===== config.mk =====
export PLATFORM = sky130hd
export DESIGN_NAME = ifu
export DESIGN_NICKNAME = d
export VERILOG_FILES = /design/src/rtl/ifu.sv
export SDC_FILE = /design/constraint.sdc
export NUM_CORES = 1
export LEC_CHECK = 0
export ABC_AREA = 0
export BUFFER_PORTS_ARGS = -buffer_cell sky130_fd_sc_hd__buf_2
export CAP_MARGIN = 5
export CORE_MARGIN = 2
export CORE_UTILIZATION = 44
export CTS_BUF_LIST = sky130_fd_sc_hd__clkbuf_2
export CTS_CLUSTER_SIZE = 8
export DETAILED_ROUTE_END_ITERATION = 10
export GPL_ROUTABILITY_DRIVEN = 0
export PLACE_DENSITY = 0.91
export SLEW_MARGIN = 10
export SYNTH_ARGS = -nofsm -noshare
export SYNTH_HDL_FRONTEND = slang
export SYNTH_SLANG_ARGS = --single-unit

===== constraint.sdc =====
create_clock -name clk -period 3.05 [get_ports clk]
set_input_delay 0.305 -clock clk [delete_from_list [all_inputs] [get_ports clk]]
set_output_delay 0.305 -clock clk [all_outputs]
set_load 0.02 [all_outputs]

===== src/rtl/ifu.sv =====
// ifu: instruction fetch stage that keeps one instruction in flight between imem and decode
//
// Ports:
//   clk, rst           clock; asynchronous active-high reset
//   imem_req_*         read request to instruction memory (addr = current pc)
//   imem_resp_*        read response carrying the instruction word
//   if_to_id_*         {pc, inst} handed to decode
//   id_to_if_*         next pc (dnpc) returned by decode
//   if_fault           sticky flag raised when decode returns a misaligned pc
//   fetch_cnt          instructions handed to decode, wraps modulo 2^32
module ifu #(
    parameter int DATA_WIDTH = 32,
    parameter logic [DATA_WIDTH-1:0] RESET_PC = 32'h8000_0000
) (
    input  logic                    clk,
    input  logic                    rst,
    output logic                    imem_req_valid,
    input  logic                    imem_req_ready,
    output logic [DATA_WIDTH-1:0]   imem_req_addr,
    input  logic                    imem_resp_valid,
    output logic                    imem_resp_ready,
    input  logic [DATA_WIDTH-1:0]   imem_resp_data,
    output logic [2*DATA_WIDTH-1:0] if_to_id_bus,
    output logic                    if_to_id_valid,
    input  logic                    id_to_if_ready,
    input  logic [DATA_WIDTH-1:0]   id_to_if_bus,
    input  logic                    id_to_if_valid,
    output logic                    if_to_id_ready,
    output logic                    if_fault,
    output logic [31:0]             fetch_cnt
);
    typedef enum logic [2:0] {IDLE, REQ, WAIT, SEND, NPC, FAULT} state_t;
    state_t state, state_nxt;
    logic [DATA_WIDTH-1:0] pc, inst;
    always_comb begin
        state_nxt       = state;
        imem_req_valid  = (state == REQ);
        imem_resp_ready = (state == WAIT);
        if_to_id_valid  = (state == SEND);
        if_to_id_ready  = (state == NPC);
        case (state)
            IDLE:    state_nxt = REQ;
            REQ:     state_nxt = imem_req_ready ? WAIT : REQ;
            WAIT:    state_nxt = imem_resp_valid ? SEND : WAIT;
            SEND:    state_nxt = id_to_if_ready ? NPC : SEND;
            NPC:     state_nxt = !id_to_if_valid ? NPC : (|id_to_if_bus[1:0] ? FAULT : REQ);
            default: state_nxt = FAULT;
        endcase
    end
    always_ff @(posedge clk or posedge rst) begin
        if (rst) begin
            state     <= IDLE;
            pc        <= RESET_PC;
            inst      <= '0;
            fetch_cnt <= '0;
            if_fault  <= 1'b0;
        end else begin
            state <= state_nxt;
            if (state == WAIT && imem_resp_valid)
                inst <= imem_resp_data;
            if (state == SEND && id_to_if_ready)
                fetch_cnt <= fetch_cnt + 32'd1;
            // A misaligned dnpc is still recorded as pc so the faulting address is observable.
            if (state == NPC && id_to_if_valid) begin
                pc       <= id_to_if_bus;
                if_fault <= |id_to_if_bus[1:0];
            end
        end
    end
    assign imem_req_addr = pc;
    assign if_to_id_bus  = {pc, inst};
endmodule


======== Yosys cells after proc, flatten, opt, wreduce, memory -nomap -nowiden ========
Cells that the tools add are included.
storage, ports and cells
  latch bits .............................. 0
  input port bits ......................... 70
  memories ................................ 0
  bits in writable memories ............... 0
  register bits ........................... 100
  output and inout bits ................... 133
  word-level logic and storage cells ...... 21
  memory bits (read-only) ................. 0
operators by class
  reduce and logical (&&, ||, !) cells .... 5
  multiplexer cells ....................... 6
  bitwise logic cells ..................... 0
  shifts and indexed selects .............. 0
  equality and inequality tests ........... 4
  add/subtract/negate cells ............... 1
  $lt $le $gt $ge ......................... 0
  divide/modulo/power cells ............... 0
  multipliers ............................. 0
operators by type and width
  kind                     number
  $add A32 B1 Y32 const B  1
  $pmux W3 S5              1
  $mux W3                  3
  $eq A3 B2 Y1 const B     2
  $eq A3 B1 Y1 const B     1
  $eq A3 B3 Y1 const B     1
  $logic_and A1 B1 Y1      3
  $logic_not A3 Y1         1
  $mux W2                  1
  $reduce_or A2 Y1         1
  $mux W1                  1

======== Logic depth before layout (Yosys ltp) ========
  depth after elaboration ................. 4
  depth in mapped cells ................... 7
  mapped depth without buffers ............ 5

======== Worst setup path before layout ========
No wires, ideal clock.
  kind .................................... register to register
  start ................................... register state[1]
  end ..................................... register pc[10], in the netlist imem_req_addr[10]
  library setup time ...................... 0.125 ns
  path buffers ............................ 3
  data arrival time ....................... 1.672 ns
  path slack .............................. 1.254 ns
  stages on the path, launching flop included .. 7
  data required time ...................... 2.925 ns
  cells stage by stage .................... dfrtp_1 -> buf_4 -> nor3b_2 -> and2_1 -> buf_4 -> buf_6 -> mux2_2
on the way
  cells in the longest elaborated chain, start to end .. 2
RTL lines
  item                    line  source
  from (decl)             33    state_t state, state_nxt;
  from (signal assigned)  58    state <= state_nxt;
  $eq A3 B3 Y1            -
  via if_to_id_ready      28    output logic if_to_id_ready,
  $logic_and A1 B1 Y1     64    if (state == NPC && id_to_if_valid) begin
  to (signal assigned)    65    pc <= id_to_if_bus;
  to (decl)               34    logic [DATA_WIDTH-1:0] pc, inst;
The timed path passes the listed nets, and every way through them passes these cells.
A chain may end at the register's enable or synchronous reset.

======== Final worst setup path ========
  start ................................... register state[2]
  end ..................................... register inst[5]
on the way
  cells in the longest elaborated chain, start to end .. 2
RTL lines
  item                  line  source
  $eq A3 B2 Y1          59    if (state == WAIT && imem_resp_valid)
  $logic_and A1 B1 Y1   59
  to (signal assigned)  60    inst <= imem_resp_data;
  to (decl)             34
Every way passes these cells.

==> impl_metrics.yaml <==
critical_path:
  startpoint: "state[2]"
  cp_max_fo: 33
  path_cells: "nand2b_1 > nor2_1 > and2_2 > mux2_2"
  crit_arrival_ns: 2.53
  r2r_end: "inst[5]"
  critical_path_class: "reg -> reg"
  path_buf_inv: 0
  crit_slowest_cell: "and2_2"
  reg2reg_setup_slack_ns: 1.00
  critPathTopFamily: "simple AND/OR/NAND/NOR gates"
  startpoint_type: "flip-flop"
  cpPeakStageDelay_ns: 0.69
  crit_cells: 4
  worstReg2RegStart: "state[2]"
  reg2regPathDepth: 4
  crit_path_end: "inst[5]"
  cp.required_ns: 3.54
  worstSetupEndpointType: "flip-flop"
synth:
  synth_area_leaders: "dfrtp_1, mux2_2, buf_4, xnor2_1, nand4_1"
  synth.largest_area_cell: "dfrtp_1"
  syn_avg_cell_area_um2: 13.5
  ys_seq_area_frac: 0.566
  ys_ff_latch: 100
  synth_top_area_frac: 0.560
  yosysWarnings: 0
  syn_area_um2: 4430
  syn-num-nets: 398
  ys_types: 30
  synth_cells: 327
placement:
  dp.cells: 622
  pre_cts_ws_ns: 1.02
  io_buffers: 202
  dp_hpwl_mm: 7.15
global_routing:
  antenna_found_initial: 0
  overflow: 0
  grt_max_degree: 93
  first_global_vias: 3517
  grt_usage: 0.205
  grt_pass1_wl_mm: 17.8
routing:
  drtPass1Iterations: 4
  totalWireLength_mm: 11.0
  wl_per_cell_um: 15.6
  drc: 0
  drt_iter0_markers: 143
  ant_nets: 0
  via_per_inst: 4.87
  via_count: 3433
layout:
  seq_area_um2: 2500
  multi_input_area_um2: 1560
  final_cells: 705
  syn_to_final_growth_pct: 36.8
  final_nets: 638
  final_cell_mix: "buf_2, dfrtp_1, dlygate4sd3_1, mux2_2, xnor2_1"
  layout_commonest_cell: "buf_2"
  layout-drive-gt1-share: 0.516
  fillCellCount: 740
  diodes: 0
pwr:
  power_mw: 5.03
  vdd_drop_max_uv: 497
  p_leak_nw: 3.13
  power.density_nw_per_um2: 830
flow_run:
  max_cap_viol_count: 0
sta:
  setup_violations: 0
  skew_ns: 0.0191
  whs_ns: 0.0678
  layout_min_cycle_time_ns: 2.05
  timing.setup.tns_ns: 0
  max_freq_ghz: 0.489
  slew_headroom: 0.253
  rsz0062_at_grt: "false"
  finalHoldViolCount: 0
  tightest_slew_ns: 1.12
  fin_crit_sh: 0.671
  setup_ws_ns: 1.00
  maxSlewViolCount: 0
clocking:
  htree_levels: 3
  clk_path_buf_depth: 2
  numCtsBuffers: 9
  clkTransAtPathRegs_ns: 0.26
  cts_root_buffer: "clkbuf_2"
  clkLatencyLatePin_ns: 0.58
  numClockSinks: 100
  cts_tree: "done"
run_status:
  outcome: "complete, no violations"
worst_hold_path:
  worstHoldPathCells: 3
  hp-class: "in -> reg"
floorplanning:
  die_h_um: 104
  core_area_um2: 9770
  rows: 36
  ios: 203
  die_w_um: 104
  start_util: 0.453
  die-area_um2: 10900
==> report_power, final <==
part	switching (mW)	internal [mW]
combinational	1.40	0.920
sequential	0.334	1.78
clock	0.469	0.125
==> metal layers <==
metal  wire [µm]  up-vias  global-route usage
li1            -     1589                   -
met1        4270     1683               0.231
met2        5900      144               0.378
met3         655       17              0.0508
met4         204        0              0.0666
met5           0        -                   0
==> cells by family (layout without fill, tap and decap cells) <==
group	count (synthesis)	count (layout)	synth area share
AOI/OAI and AO/OA	7	7	0.00848
xor gates and xnor gates	31	31	0.0614
adders and majority gates	1	1	0.00283
buffers and inverters	47	292	0.0814
DFF	100	100	0.566
muxes	64	64	0.163
and+or+nand+nor	77	77	0.117
==> worst min-delay path by stage <==
stage / slack, ns / startpoint / end
after floorplan: 0.44 / imem_resp_data[30] / inst[30]
after global placement: 0.47 / fetch_cnt[31] / fetch_cnt[31]
after detailed placement: 0.46 / fetch_cnt[31] / fetch_cnt[31]
after CTS: 0.02 / id_to_if_ready / state[2]
after global routing: 0.004 / id_to_if_ready / state[2]
final: 0.07 / id_to_if_ready / state[2]
==> flip-flops by register name, summed over array words and instances, names as in the netlist <==
register / flops
fetch_cnt: 32
inst: 32
state: 3
if_fault: 1
imem_req_addr: 32
==> layout make-up <==
class                   count  area share
clock buffers               9     0.00744
flip-flops and latches    100       0.414
repair buffers            271       0.280
multi-input cells         180       0.258
well taps                 133      0.0275
inverters                   5     0.00351
clock inverters             7     0.00971
==> cell usage after synthesis <==
| master | count |
|---|---|
| nand3b_1 | 1 |
| nor3_4 | 1 |
| xnor2_1 | 26 |
| dfrtp_1 | 99 |
| nand2b_1 | 1 |
| nor3_1 | 1 |
| nand4_2 | 1 |
| nand4b_4 | 1 |
| a21oi_1 | 5 |
| o21bai_1 | 1 |
| o21ai_0 | 1 |
| inv_1 | 5 |
| nor2_1 | 9 |
| mux2_1 | 1 |
| nand2_1 | 16 |
| and3_1 | 2 |
| and4_1 | 3 |
| nand3_1 | 12 |
| buf_4 | 35 |
| dfstp_2 | 1 |
| nor2b_1 | 1 |
| buf_6 | 7 |
| nor4_4 | 4 |
| nor3b_2 | 1 |
| mux2_2 | 63 |
| xor2_1 | 5 |
| nor3_2 | 2 |
| and2_1 | 5 |
| nand4_1 | 16 |
| ha_1 | 1 |
==> what timing repair did <==
action	in CTS	in global routing
setup buffers	0	0
hold endpoints to repair	138	0
resized for setup	0	0
hold buffers	67	0
==> stage by stage <==
step / utilization / instance area, µm²
floorplan: - / 4430
finish: 0.619 / 6050
CTS: 0.619 / 6050
global route: 0.619 / 6050
global placement: 0.540 / 5280
detailed placement: 0.540 / 5280
==> worst min-delay path, cell delays in order <==
cell	delay, ns
buf_2	0.13
a21oi_1	0.14
nor2_1	0.06
Note: power is estimated with default switching activity, not from simulation.
